==> config.mk <==
export PLATFORM = sky130hd
export DESIGN_NAME = id_ex_stage
export DESIGN_NICKNAME = d
export VERILOG_FILES = /design/src/rtl/id_ex_stage.sv
export SDC_FILE = /design/constraint.sdc
export NUM_CORES = 1
export LEC_CHECK = 0
export CELL_PAD_IN_SITES_DETAIL_PLACEMENT = 1
export CELL_PAD_IN_SITES_GLOBAL_PLACEMENT = 2
export CORE_ASPECT_RATIO = 0.6
export CORE_MARGIN = 3
export CORE_UTILIZATION = 24
export CTS_CLUSTER_SIZE = 14
export DETAILED_ROUTE_END_ITERATION = 6
export GPL_TIMING_DRIVEN = 1
export MAX_ROUTING_LAYER = met4
export PLACE_DENSITY_LB_ADDON = 0.15
export REMOVE_ABC_BUFFERS = 1
export SYNTH_ARGS = -nofsm -noshare
export SYNTH_HDL_FRONTEND = slang
export SYNTH_SLANG_ARGS = --single-unit
==> constraint.sdc <==
create_clock -name clk -period 4.6 [get_ports clk]
set_input_delay 0.69 -clock clk [delete_from_list [all_inputs] [get_ports clk]]
set_output_delay 0.69 -clock clk [all_outputs]
set_load 0.01 [all_outputs]
==> src/rtl/id_ex_stage.sv <==
// ID/EX pipeline register for the 5-stage RV32I core.
// Captures decoded operands and main-control outputs at the end of ID,
// detects load-use hazards against the instruction currently in EX,
// inserts a one-cycle bubble on a hazard, squashes on a taken branch/jump
// flush, and keeps saturating stall/flush event counters for debug.
module id_ex_stage #(
  parameter int XLEN  = 32,
  parameter int CNT_W = 16
) (
  input  logic             clk,
  input  logic             reset,

  input  logic             id_valid,
  input  logic [XLEN-1:0]  id_pc,
  input  logic [XLEN-1:0]  id_rs1_data,
  input  logic [XLEN-1:0]  id_rs2_data,
  input  logic [XLEN-1:0]  id_imm,
  input  logic [4:0]       id_rs1,
  input  logic [4:0]       id_rs2,
  input  logic [4:0]       id_rd,
  input  logic [2:0]       id_funct3,
  input  logic             id_funct7b5,
  input  logic             id_reg_write,
  input  logic             id_mem_to_reg,
  input  logic             id_mem_read,
  input  logic             id_mem_write,
  input  logic             id_alu_src,
  input  logic             id_branch,
  input  logic             id_jump,
  input  logic [1:0]       id_alu_op,

  input  logic             flush,
  input  logic             hold,

  output logic             ex_valid,
  output logic [XLEN-1:0]  ex_pc,
  output logic [XLEN-1:0]  ex_rs1_data,
  output logic [XLEN-1:0]  ex_rs2_data,
  output logic [XLEN-1:0]  ex_imm,
  output logic [4:0]       ex_rs1,
  output logic [4:0]       ex_rs2,
  output logic [4:0]       ex_rd,
  output logic [2:0]       ex_funct3,
  output logic             ex_funct7b5,
  output logic             ex_reg_write,
  output logic             ex_mem_to_reg,
  output logic             ex_mem_read,
  output logic             ex_mem_write,
  output logic             ex_alu_src,
  output logic             ex_branch,
  output logic             ex_jump,
  output logic [1:0]       ex_alu_op,

  output logic             stall,
  output logic [CNT_W-1:0] stall_cnt,
  output logic [CNT_W-1:0] flush_cnt
);

  // Pipeline register state
  logic             valid_q,      valid_d;
  logic [XLEN-1:0]  pc_q,         pc_d;
  logic [XLEN-1:0]  rs1_data_q,   rs1_data_d;
  logic [XLEN-1:0]  rs2_data_q,   rs2_data_d;
  logic [XLEN-1:0]  imm_q,        imm_d;
  logic [4:0]       rs1_q,        rs1_d;
  logic [4:0]       rs2_q,        rs2_d;
  logic [4:0]       rd_q,         rd_d;
  logic [2:0]       funct3_q,     funct3_d;
  logic             funct7b5_q,   funct7b5_d;
  logic             reg_write_q,  reg_write_d;
  logic             mem_to_reg_q, mem_to_reg_d;
  logic             mem_read_q,   mem_read_d;
  logic             mem_write_q,  mem_write_d;
  logic             alu_src_q,    alu_src_d;
  logic             branch_q,     branch_d;
  logic             jump_q,       jump_d;
  logic [1:0]       alu_op_q,     alu_op_d;

  logic [CNT_W-1:0] stall_cnt_q,  stall_cnt_d;
  logic [CNT_W-1:0] flush_cnt_q,  flush_cnt_d;

  logic             uses_rs1;
  logic             uses_rs2;
  logic             rs1_hit;
  logic             rs2_hit;
  logic             load_use;
  logic             bubble;

  localparam logic [CNT_W-1:0] CNT_MAX = {CNT_W{1'b1}};

  // Hazard detection: a load in EX whose destination feeds a source the ID
  // instruction actually reads. Jumps read no register; stores read rs2
  // even though they use the immediate as the ALU operand.
  always_comb begin
    uses_rs1 = ~id_jump;
    uses_rs2 = (~id_alu_src & ~id_jump) | id_mem_write;
    rs1_hit  = uses_rs1 & (rd_q == id_rs1);
    rs2_hit  = uses_rs2 & (rd_q == id_rs2);
    load_use = valid_q & mem_read_q & (rd_q != 5'd0) & id_valid & (rs1_hit | rs2_hit);
    // A flush kills the ID instruction, so a hazard against it is moot.
    stall    = hold | (load_use & ~flush);
    bubble   = flush | load_use;
  end

  // Next-state selection: hold freezes, flush/load-use bubble, else load from ID
  always_comb begin
    valid_d      = valid_q;
    pc_d         = pc_q;
    rs1_data_d   = rs1_data_q;
    rs2_data_d   = rs2_data_q;
    imm_d        = imm_q;
    rs1_d        = rs1_q;
    rs2_d        = rs2_q;
    rd_d         = rd_q;
    funct3_d     = funct3_q;
    funct7b5_d   = funct7b5_q;
    reg_write_d  = reg_write_q;
    mem_to_reg_d = mem_to_reg_q;
    mem_read_d   = mem_read_q;
    mem_write_d  = mem_write_q;
    alu_src_d    = alu_src_q;
    branch_d     = branch_q;
    jump_d       = jump_q;
    alu_op_d     = alu_op_q;

    if (!hold) begin
      if (bubble) begin
        valid_d      = 1'b0;
        pc_d         = '0;
        rs1_data_d   = '0;
        rs2_data_d   = '0;
        imm_d        = '0;
        rs1_d        = '0;
        rs2_d        = '0;
        rd_d         = '0;
        funct3_d     = '0;
        funct7b5_d   = 1'b0;
        reg_write_d  = 1'b0;
        mem_to_reg_d = 1'b0;
        mem_read_d   = 1'b0;
        mem_write_d  = 1'b0;
        alu_src_d    = 1'b0;
        branch_d     = 1'b0;
        jump_d       = 1'b0;
        alu_op_d     = '0;
      end else begin
        valid_d      = id_valid;
        pc_d         = id_pc;
        rs1_data_d   = id_rs1_data;
        rs2_data_d   = id_rs2_data;
        imm_d        = id_imm;
        rs1_d        = id_rs1;
        rs2_d        = id_rs2;
        rd_d         = id_rd;
        funct3_d     = id_funct3;
        funct7b5_d   = id_funct7b5;
        reg_write_d  = id_reg_write;
        mem_to_reg_d = id_mem_to_reg;
        mem_read_d   = id_mem_read;
        mem_write_d  = id_mem_write;
        alu_src_d    = id_alu_src;
        branch_d     = id_branch;
        jump_d       = id_jump;
        alu_op_d     = id_alu_op;
      end
    end
  end

  // Saturating event counters; flush takes precedence over load-use
  always_comb begin
    stall_cnt_d = stall_cnt_q;
    flush_cnt_d = flush_cnt_q;
    if (!hold) begin
      if (flush) begin
        if (flush_cnt_q != CNT_MAX) flush_cnt_d = flush_cnt_q + 1'b1;
      end else if (load_use) begin
        if (stall_cnt_q != CNT_MAX) stall_cnt_d = stall_cnt_q + 1'b1;
      end
    end
  end

  // State registers with synchronous reset
  always_ff @(posedge clk) begin
    if (reset) begin
      valid_q      <= 1'b0;
      pc_q         <= '0;
      rs1_data_q   <= '0;
      rs2_data_q   <= '0;
      imm_q        <= '0;
      rs1_q        <= '0;
      rs2_q        <= '0;
      rd_q         <= '0;
      funct3_q     <= '0;
      funct7b5_q   <= 1'b0;
      reg_write_q  <= 1'b0;
      mem_to_reg_q <= 1'b0;
      mem_read_q   <= 1'b0;
      mem_write_q  <= 1'b0;
      alu_src_q    <= 1'b0;
      branch_q     <= 1'b0;
      jump_q       <= 1'b0;
      alu_op_q     <= '0;
      stall_cnt_q  <= '0;
      flush_cnt_q  <= '0;
    end else begin
      valid_q      <= valid_d;
      pc_q         <= pc_d;
      rs1_data_q   <= rs1_data_d;
      rs2_data_q   <= rs2_data_d;
      imm_q        <= imm_d;
      rs1_q        <= rs1_d;
      rs2_q        <= rs2_d;
      rd_q         <= rd_d;
      funct3_q     <= funct3_d;
      funct7b5_q   <= funct7b5_d;
      reg_write_q  <= reg_write_d;
      mem_to_reg_q <= mem_to_reg_d;
      mem_read_q   <= mem_read_d;
      mem_write_q  <= mem_write_d;
      alu_src_q    <= alu_src_d;
      branch_q     <= branch_d;
      jump_q       <= jump_d;
      alu_op_q     <= alu_op_d;
      stall_cnt_q  <= stall_cnt_d;
      flush_cnt_q  <= flush_cnt_d;
    end
  end

  assign ex_valid      = valid_q;
  assign ex_pc         = pc_q;
  assign ex_rs1_data   = rs1_data_q;
  assign ex_rs2_data   = rs2_data_q;
  assign ex_imm        = imm_q;
  assign ex_rs1        = rs1_q;
  assign ex_rs2        = rs2_q;
  assign ex_rd         = rd_q;
  assign ex_funct3     = funct3_q;
  assign ex_funct7b5   = funct7b5_q;
  assign ex_reg_write  = reg_write_q;
  assign ex_mem_to_reg = mem_to_reg_q;
  assign ex_mem_read   = mem_read_q;
  assign ex_mem_write  = mem_write_q;
  assign ex_alu_src    = alu_src_q;
  assign ex_branch     = branch_q;
  assign ex_jump       = jump_q;
  assign ex_alu_op     = alu_op_q;
  assign stall_cnt     = stall_cnt_q;
  assign flush_cnt     = flush_cnt_q;

endmodule

Word level (Yosys, flattened, before mapping)
Cells that the tools add are included.
Widths: inputs -> output; s select.

word-level totals
  output and inout port bits = 190
  flip-flop bits (word level) = 189
  input port bits = 161

cells by class
  reduce and logical (&&, ||, !) cells = 3
  muxes and demuxes = 18
  bitwise operators = 16
  eq/ne operators = 4
  add/subtract/negate cells = 2

operators with widths
  cell                   count
  $mux 32                4
  $add 16x1->16 const B  2
  $ne 16x16->1 const B   2
  $mux 5                 3
  $eq 5x5->1             2
  $mux 1                 9
  $and 1x1->1            8
  $reduce_bool 5->1      1
  $not 1->1              4
  $or 1x1->1             4
  $reduce_and 4->1       1
  $mux 3                 1
  $reduce_and 3->1       1
  $mux 2                 1

Longest topological paths before layout
Gate-level depths: netlist of run 1.

  depth in word-level cells = 8
  mapped depth = 8

Worst setup path before layout of run 1
OpenSTA, ideal clock, no wires.

  kind = in2out
  from = input id_rs1[0]
  to = output stall
  path slack = 2.330 ns
  stages on the path = 5
  buffers on the path = 0
  arrival time = 1.580 ns
  cell sequence = xnor2_1 -> nand4_1 -> o32ai_2 -> nand2_1 -> o21bai_1

on the way
  cells in the longest elaborated chain, start to end = 6

ends and longest elaborated chain
  item                RTL line  RTL
  start: declaration  18        input logic [4:0] id_rs1,
  $eq 5x5->1          97        rs1_hit = uses_rs1 & (rd_q == id_rs1);
  $and 1x1->1         97
  $or 1x1->1          99        load_use = valid_q & mem_read_q & (rd_q != 5'd0) & id_valid & (rs1_hit | rs2_hit);
  $and 1x1->1         99
  $and 1x1->1         101       stall = hold | (load_use & ~flush);
  $or 1x1->1          101
  end: declaration    54        output logic stall,

Every way passes these cells.

Worst setup path in the final report of run 1
  from = input id_rs1[3]
  to = output stall

The elaborated chain is that of the path after synthesis.

==> summary.md, run 1 <==
The run finished with clean final reports. VDD sags by at most 0.151 mV. The top cell types in the final layout, fill and taps aside, are sky130_fd_sc_hd__clkdlybuf4s50_1 (350), sky130_fd_sc_hd__dfxtp_1 (189), sky130_fd_sc_hd__a22o_1 (157), sky130_fd_sc_hd__xnor2_1 (22), sky130_fd_sc_hd__nor2_1 (20).

The clock slew at the register clock pins of the worst setup and hold paths works out to 0.06 ns. TritonCTS built the clock tree. The leakage power of the design was 0.00386 uW.

After detailed routing, the average wire length per cell comes to 20.7 um. The switching portion of total power was 23.1%; the number of placed instances with taps included was 1223. The post-route standard cell area excluding fillers is 0.0109 mm2, and the sequential fraction of the synthesis area is 58.3%.

The class of the most critical setup path is input pin to primary output. The Yosys step of the flow raised 0 warnings. In this run the worst hold path is classified as flop to flop.

The tools report the number of distinct library cell variants in the gate-level netlist after synthesis as 42. Across the run, the number of max-cap violations was 0. The clock network accounts for 40.9% of the total power. The transition time at the pin with the least slew margin was 1.13 ns; the post-synthesis sequential element count was 189. The share of cells above drive strength 1 works out to 4.99%.

The largest driver fanout on the critical path is 2, and the number of DRC violations after detailed routing is 0. Number of buffers inserted during clock tree synthesis: 17. The arrival time at the worst endpoint came out at 2.85 ns.

Clock skew on the completed layout was measured at 0.00753 ns. Setup repair after global routing left no endpoint under its margin. The element type at the critical path end was a primary output.

The total power came out at 3630 uW. Launching point of the worst reg2reg path: stall_cnt[0]$_SDFFE_PP0P_. The first global-routing pass estimated 38600 um of wire. The logs give 4 for the maximum level of the CTS H-tree and 1257 for the count of placed standard cells in the final layout, fillers left out. The run gives 0 as the total setup violations reported at the end of the flow.

The tools report the number of global-route vias before repair as 6258. In this run the tightest slew margin relative to its limit is 24.3%. Source of the critical timing path: id_rs1[3]. The clock drives 189 sinks.

In the global route stage, overall resource usage came out at 17.9%. For the total setup buffers inserted after CTS, the log shows 0. The share of total power dissipated in combinational logic is 11.6%. The power per unit of standard cell area is 334 mW/mm2, and the violation count after the first detailed-route iteration is 288.

The average instance in the mapped netlist occupies 11.6 um2. The count of instances resized after the clock tree is built was 0. The die span in x is 218 um. From synthesis to final layout, the design area changed by 67.8%.

For the worst setup path, the data required time is 3.91 ns. The run gives 6019 as the detailed-route via count. The clock network latency to the later pin of the worst-skew pair was 0.44 ns. The worst setup path is launched from an input pin. The detail route stage leaves a number of antenna-violating nets equal to 0. In this run the most critical hold path is launched from ex_pc[16]$_SDFFE_PP0N_.

The post-route minimum period came out at 3.54 ns. Sequential cells account for 47.5% of the total power. The area of the multi-input gates came out at 0.00249 mm2.

The commonest non-fill, non-tap cell in the layout is sky130_fd_sc_hd__clkdlybuf4s50_1. During placement, the flow inserted port buffers numbering 350. The die covers 0.0291 mm2. The initial antenna violation count is 3. The run gives 561 as the number of cells produced by synthesis. The analysis attributes to net switching a power of 839 uW.

The final worst-path cycle share was 76.9%; the count of fill cells added during filler insertion was 2831. Via density per instance: 4.79. The run gives 26100 um as the wire length after detailed routing. For this configuration, the core starts out at a cell density of 25.1%. The run gives 0 as the final number of max-transition violations. The region available for standard cell placement spans 0.0259 mm2.

From bottom edge to top edge, the die measures 133 um. The internal portion of the total power is 2790 uW. The first-pass iteration count of the detailed router was 6. The congestion estimate from routability-driven global placement came to 0.867. Total of hold buffers inserted after clock tree synthesis: 0. Entering global routing, the biggest net connects 150 pins. The longest clock path from root to sink contains 2 buffers. The cell area that synthesis handed to floorplanning was 0.00649 mm2. In this run the count of I/O pins placed on the die edge is 351. After detailed placement, the total cell area comes to 0.0103 mm2. The run gives 0.283 GHz as the timing-limited maximum frequency.

Summed over all nets, the half-perimeter wirelength after detailed placement is 19300 um. Registers take 0.00378 mm2. The leftover overflow at the end of global routing is 0, and the number of hold violations in the final report is 0.

Final net count: 1053. The cell sitting at the root of the clock tree is a sky130_fd_sc_hd__clkbuf_16. Row generation in the floorplan step produced 45 rows.
-- synthesized netlist by cell type, drive strengths merged --
cell type	number	area share (%)
o31ai	13	1.5
a2111oi	1	0.42
nor4	9	0.96
inv	4	0.23
or4	14	1.6
o32a	1	0.15
a21oi	17	1.4
and3	2	0.19
clkbuf	26	1.5
o21bai	1	0.12
nor3	3	0.23
a22o	157	21
xor2	1	0.14
nand2	9	0.52
ha	2	0.39
nor2b	2	0.19
and4	2	0.27
or3	3	0.29
o21a	2	0.23
o41ai	1	0.14
o21ai	4	0.31
mux2	1	0.17
nand4	11	1.1
nor2	20	1.2
o311ai	1	0.14
xnor2	22	3.0
o32ai	1	0.25
nand2b	2	0.19
a31o	1	0.14
dfxtp	189	58
or2	3	0.29
o211ai	1	0.19
nand3	12	0.93
buf	19	1.6
nor4b	2	0.37
nor3b	2	0.23
-- stage by stage --
stage	hold WS (ns)	setup slack (ns)	utilization, %	TNS (ns)
after detailed placement	0.453	1.08	39.8	0
after global routing	0.489	0.945	42.0	0
final	0.475	1.06	42.0	0
after global placement	0.455	1.09	39.8	0
after floorplan	0.498	-1.79	-	-280.89
after CTS	0.479	1.06	42.0	0
-- path summary, 6_finish.rpt --
check                                   end  slack (ns)  cells after the start
hold / removal       ex_pc[16]$_SDFFE_PP0N_        0.48                      1
hold reg to reg      ex_pc[16]$_SDFFE_PP0N_        0.48                      1
setup / recovery                      stall        1.06                      7
setup reg to reg  stall_cnt[5]$_SDFFE_PP0P_        1.83                      6
-- critical path, stage by stage --
cell	delay (ns)
sky130_fd_sc_hd__clkdlybuf4s50_1	0.47
sky130_fd_sc_hd__xnor2_1	0.31
sky130_fd_sc_hd__nand4_1	0.18
sky130_fd_sc_hd__o32ai_2	0.37
sky130_fd_sc_hd__nand2_1	0.10
sky130_fd_sc_hd__o21bai_1	0.16
sky130_fd_sc_hd__clkdlybuf4s50_1	0.56
-- final cells by class --
type                            instances  area share, %
Tap cell                              352           4.04
Multi-Input combinational cell        323           22.9
Timing Repair Buffer                  355           32.7
Sequential cell                       189           34.7
Inverter                                4          0.138
Antenna cell                            3         0.0689
Clock inverter                         10           1.03
Clock buffer                           21           4.32
-- power groups by stage --
| stage | Sequential (uW) | Clock [uW] | Combinational [uW] |
|---|---|---|---|
| floorplan | 1780 | 0 | 97.0 |
| global placement | 1760 | 0 | 419 |
| finish | 1730 | 1480 | 422 |
| global route | 1730 | 1610 | 448 |
| detailed placement | 1760 | 0 | 424 |
| CTS | 1730 | 1540 | 427 |
-- logic make-up (layout without fill, tap and decap cells) --
family                   count (synthesis)  in the layout  synth area share (%)
AO/OA/AOI/OAI                          201            201                  26.1
XOR/XNOR                                23             23                  3.10
adder cells (fa/ha/maj)                  2              2                 0.386
buffers and inverters                   49            390                  3.37
flip-flops                             189            189                  58.3
multiplexers                             1              1                 0.174
other                                    0              3                     0
AND/OR/NAND/NOR                         96             96                  8.50
-- metal layers --
metal  up-vias  global-route usage [%]  wire, um
met5         -                       -         0
met4         0                    5.28       331
met3        29                    7.13      2190
met2       211                    28.7     12400
met1      2959                    20.7     11100
li1       2820                       -         -
(Power assumes the default switching activity.)
==> inputs of run 2 (changes only) <==
--- a/config.mk
+++ b/config.mk
@@ -9,7 +9,7 @@
 export CELL_PAD_IN_SITES_GLOBAL_PLACEMENT = 2
 export CORE_ASPECT_RATIO = 0.6
 export CORE_MARGIN = 3
-export CORE_UTILIZATION = 24
+export CORE_UTILIZATION = 20
 export CTS_CLUSTER_SIZE = 14
 export DETAILED_ROUTE_END_ITERATION = 6
 export GPL_TIMING_DRIVEN = 1
==> constraint.sdc (replaced) <==
create_clock -name clk -period 3.2 [get_ports clk]
set_input_delay 0.48 -clock clk [delete_from_list [all_inputs] [get_ports clk]]
set_output_delay 0.48 -clock clk [all_outputs]
set_load 0.01 [all_outputs]
==> summary.md, run 2 (synthesis results as in run 1) <==
The setup slack of the worst register-to-register path is 0.89 ns (was 1.83 ns), and the die height is 146 um (was 133 um). The logs give 0 (unchanged) for the post-route antenna net violation count and 0 (unchanged) for the number of DRC violations after detailed routing. The final critical path takes up 95.9% of the cycle. The area of the multi-input gates is 0.00250 mm2 (was 0.00249 mm2), and the number of cell instances on the worst register-to-register path is 6 (unchanged). Power per unit of standard cell area: 477 mW/mm2 (was 334 mW/mm2). The max-capacitance violation count was 0 (unchanged); the wire length of the first global-routing pass was 41100 um (was 38600 um).

The total of hold buffers inserted after clock tree synthesis was 0 (unchanged). The wire length after detailed routing is 27500 um (was 26100 um), and the post-route standard cell area excluding fillers is 0.0111 mm2 (was 0.0109 mm2). Number of global-route vias before repair: 6248 (was 6258). Cell class contributing the biggest share of worst-path delay: buffers and inverters (unchanged). The arrival time at the worst endpoint was 2.59 ns (was 2.85 ns). The final number of max-transition violations is 0 (unchanged), and the average detailed-routed wire length per instance is 20.6 um (was 20.7 um). TritonCTS built the clock tree. Count of placed standard cells in the final layout, fillers left out: 1333 (was 1257).

Initial antenna violation count: 3 (unchanged). The number of placed instances with taps included was 1299 (was 1223). The worst path buffer plus inverter count was 2 (unchanged). Most used cells in the layout excluding fill and tap cells: sky130_fd_sc_hd__clkdlybuf4s50_1 (350), sky130_fd_sc_hd__dfxtp_1 (189), sky130_fd_sc_hd__a22o_1 (157), sky130_fd_sc_hd__xnor2_1 (22), sky130_fd_sc_hd__nor2_1 (20) (unchanged).

The cell at the slowest stage of the critical path was sky130_fd_sc_hd__clkdlybuf4s50_1 (unchanged). The clock slew at the register clock pins of the worst setup and hold paths works out to 0.07 ns (was 0.06 ns). The launching point of the worst reg2reg path was ex_rd[3]$_SDFFE_PP0N_ (was stall_cnt[0]$_SDFFE_PP0P_). Setup repair after global routing left no endpoint under its margin.

The violation count after the first detailed-route iteration is 216 (was 288). The uppermost signal routing layer after detailed routing is met4 (unchanged). The run gives 2270 um (was 2190 um) as the wire length on met3. The first-pass iteration count of the detailed router came out at 4 (was 6).

The maximum number of pins on one net before global-route repair came out at 106 (was 150). The maximum level of the CTS H-tree came out at 4 (unchanged). The estimated wirelength of the detail-placed design is 20500 um (was 19300 um). The count of instances resized after the clock tree is built was 0 (unchanged). The total setup buffers inserted after CTS was 0 (unchanged). The critical path's largest stage delay was 0.56 ns (about the same); the number of sinks handled by clock tree synthesis was 189 (unchanged). The largest driver fanout on the critical path came out at 2 (unchanged). The tools report the clock root buffer master as sky130_fd_sc_hd__clkbuf_16 (unchanged). The total routing resource utilization after global routing came out at 16.1% (was 17.9%). The run gives 0.316 mV (was 0.151 mV) as the highest ir drop seen on vdd. The logs give 0.719 (was 0.867) for the final RePlAce weighted congestion and 0.00378 mm2 (unchanged) for the total area of sequential cells. The commonest non-fill, non-tap cell in the layout is sky130_fd_sc_hd__clkdlybuf4s50_1 (unchanged). Worst path cell trace: clkdlybuf4s50_1 -> xnor2_1 -> nand4_1 -> o32ai_4 -> nand2_1 -> o21bai_1 -> clkdlybuf4s50_1 (was clkdlybuf4s50_1 -> xnor2_1 -> nand4_1 -> o32ai_2 -> nand2_1 -> o21bai_1 -> clkdlybuf4s50_1). For the final net count, the log shows 1065 (was 1053). The run gives 6000 (was 6019) as the detailed-route via count.

The die span in x is 239 um (was 218 um), and the area of the core is 0.0316 mm2 (was 0.0259 mm2). The path type of the worst min-delay path is flop to flop (unchanged). For the required time of the critical path, the log shows 2.72 ns (was 3.91 ns). The run finished with clean final reports. The run gives 0 (unchanged) as the total setup violations reported at the end of the flow. The critical register-to-register path endpoint is stall_cnt[5]$_SDFFE_PP0P_ (unchanged). Count of fill cells added during filler insertion: 3447 (was 2831). The logs give 12500 um (was 11100 um) for the routed metal-1 wire length and 0.00394 uW (was 0.00386 uW) for the leakage power of the design.

The worst relative slew slack was 55.5% (was 24.3%). The timing-limited maximum frequency is 0.326 GHz. The number of I/O port buffers is 350 (unchanged), and the clock network latency to the later pin of the worst-skew pair is 0.44 ns (about the same).

The tools report the end of the critical path as stall (unchanged). The class of the most critical setup path is input pin to primary output (unchanged). The dominant cell type by count on the critical path is sky130_fd_sc_hd__clkdlybuf4s50_1 (unchanged).

The tools report the source of the critical timing path as id_rs1[0] (was id_rs1[3]). The placed cell area came out at 0.0105 mm2 (was 0.0103 mm2). The tools report the final hold slack as 0.473 ns (was 0.475 ns). The number of hold violations in the final report is 0 (unchanged), and the cell count along the critical path is 7 (unchanged). The share of cells above drive strength 1 is 6.35% (was 4.99%), and the via density per instance is 4.50 (was 4.79).

The logs give 50 (was 45) for the floorplan row count and 0.0347 mm2 (was 0.0291 mm2) for the area of the die. The nature of the critical path startpoint is an input pin (unchanged). The transition time at the pin with the least slew margin was 0.667 ns (was 1.13 ns); the relative area change from synthesis to final layout was 71.7% (was 67.8%).

The logs give 20.5% (was 25.1%) for the starting density of the core and 0 (unchanged) for the leftover overflow at the end of global routing. The element type at the critical path end is a primary output (unchanged). The maximum clock path buffer count was 2 (unchanged); the post-route minimum period was 3.07 ns.

The met2 wire length was 12400 um (about the same); the number of buffers inserted during clock tree synthesis was 17 (unchanged). The worst clock skew on the final layout was 0.00792 ns (was 0.00753 ns). For the I/O pin count, the log shows 351 (unchanged).
-- run 2: report_power, final --
group / switching [uW] / leakage (uW) / internal [uW]
registers: 46.3 / 0.00154 / 2430
logic: 238 / 0.00211 / 390
clock network: 1010 / 0.000285 / 1200
-- run 2: worst min path at each step --
stage / start / to / slack (ns) / cells after the start
after global placement: ex_rs2_data[24]$_SDFFE_PP0N_ / ex_rs2_data[24]$_SDFFE_PP0N_ / 0.46 / 1
final: ex_rs1_data[24]$_SDFFE_PP0N_ / ex_rs1_data[24]$_SDFFE_PP0N_ / 0.47 / 1
after detailed placement: ex_imm[30]$_SDFFE_PP0N_ / ex_imm[30]$_SDFFE_PP0N_ / 0.45 / 1
after CTS: ex_rs2_data[20]$_SDFFE_PP0N_ / ex_rs2_data[20]$_SDFFE_PP0N_ / 0.48 / 1
after global routing: ex_pc[1]$_SDFFE_PP0N_ / ex_pc[1]$_SDFFE_PP0N_ / 0.49 / 1
after floorplan: stall_cnt[10]$_SDFFE_PP0P_ / stall_cnt[10]$_SDFFE_PP0P_ / 0.50 / 2
-- run 2: final cells by class --
type                    count  area share (%)
flip-flops and latches    189            34.0
well taps                 416            4.67
diodes                      3          0.0674
inverters                   4           0.135
multi-input cells         323            22.5
repair buffers            367            33.4
clock buffers              19            4.07
clock inverters            12            1.24
-- run 2: layer usage --
metal / up-vias / GRT usage [%]
met5: - / -
met4: 0 / 3.41
met3: 18 / 6.70
met2: 176 / 24.5
met1: 2954 / 20.0
li1: 2852 / -
-- run 2: through the flow --
stage | power [uW] | utilization (%) | setup slack [ns] | TNS (ns)
after floorplan | 2700 | - | -2.98 | -467.72
after global placement | 3160 | 33.3 | 0.129 | 0
after detailed placement | 3160 | 33.3 | 0.0786 | 0
final | 5310 | 35.3 | 0.131 | 0
after CTS | 5420 | 35.2 | 0.0728 | 0
after global routing | 5550 | 35.3 | 0.00932 | 0
-- run 2: worst reg2reg max path, cell delays in order (launching register included) --
cell	delay (ns)
sky130_fd_sc_hd__dfxtp_1	0.51
sky130_fd_sc_hd__xnor2_1	0.16
sky130_fd_sc_hd__nand4_1	0.24
sky130_fd_sc_hd__o32a_1	0.45
sky130_fd_sc_hd__buf_12	0.18
sky130_fd_sc_hd__nor4b_2	0.31
sky130_fd_sc_hd__mux2_1	0.34
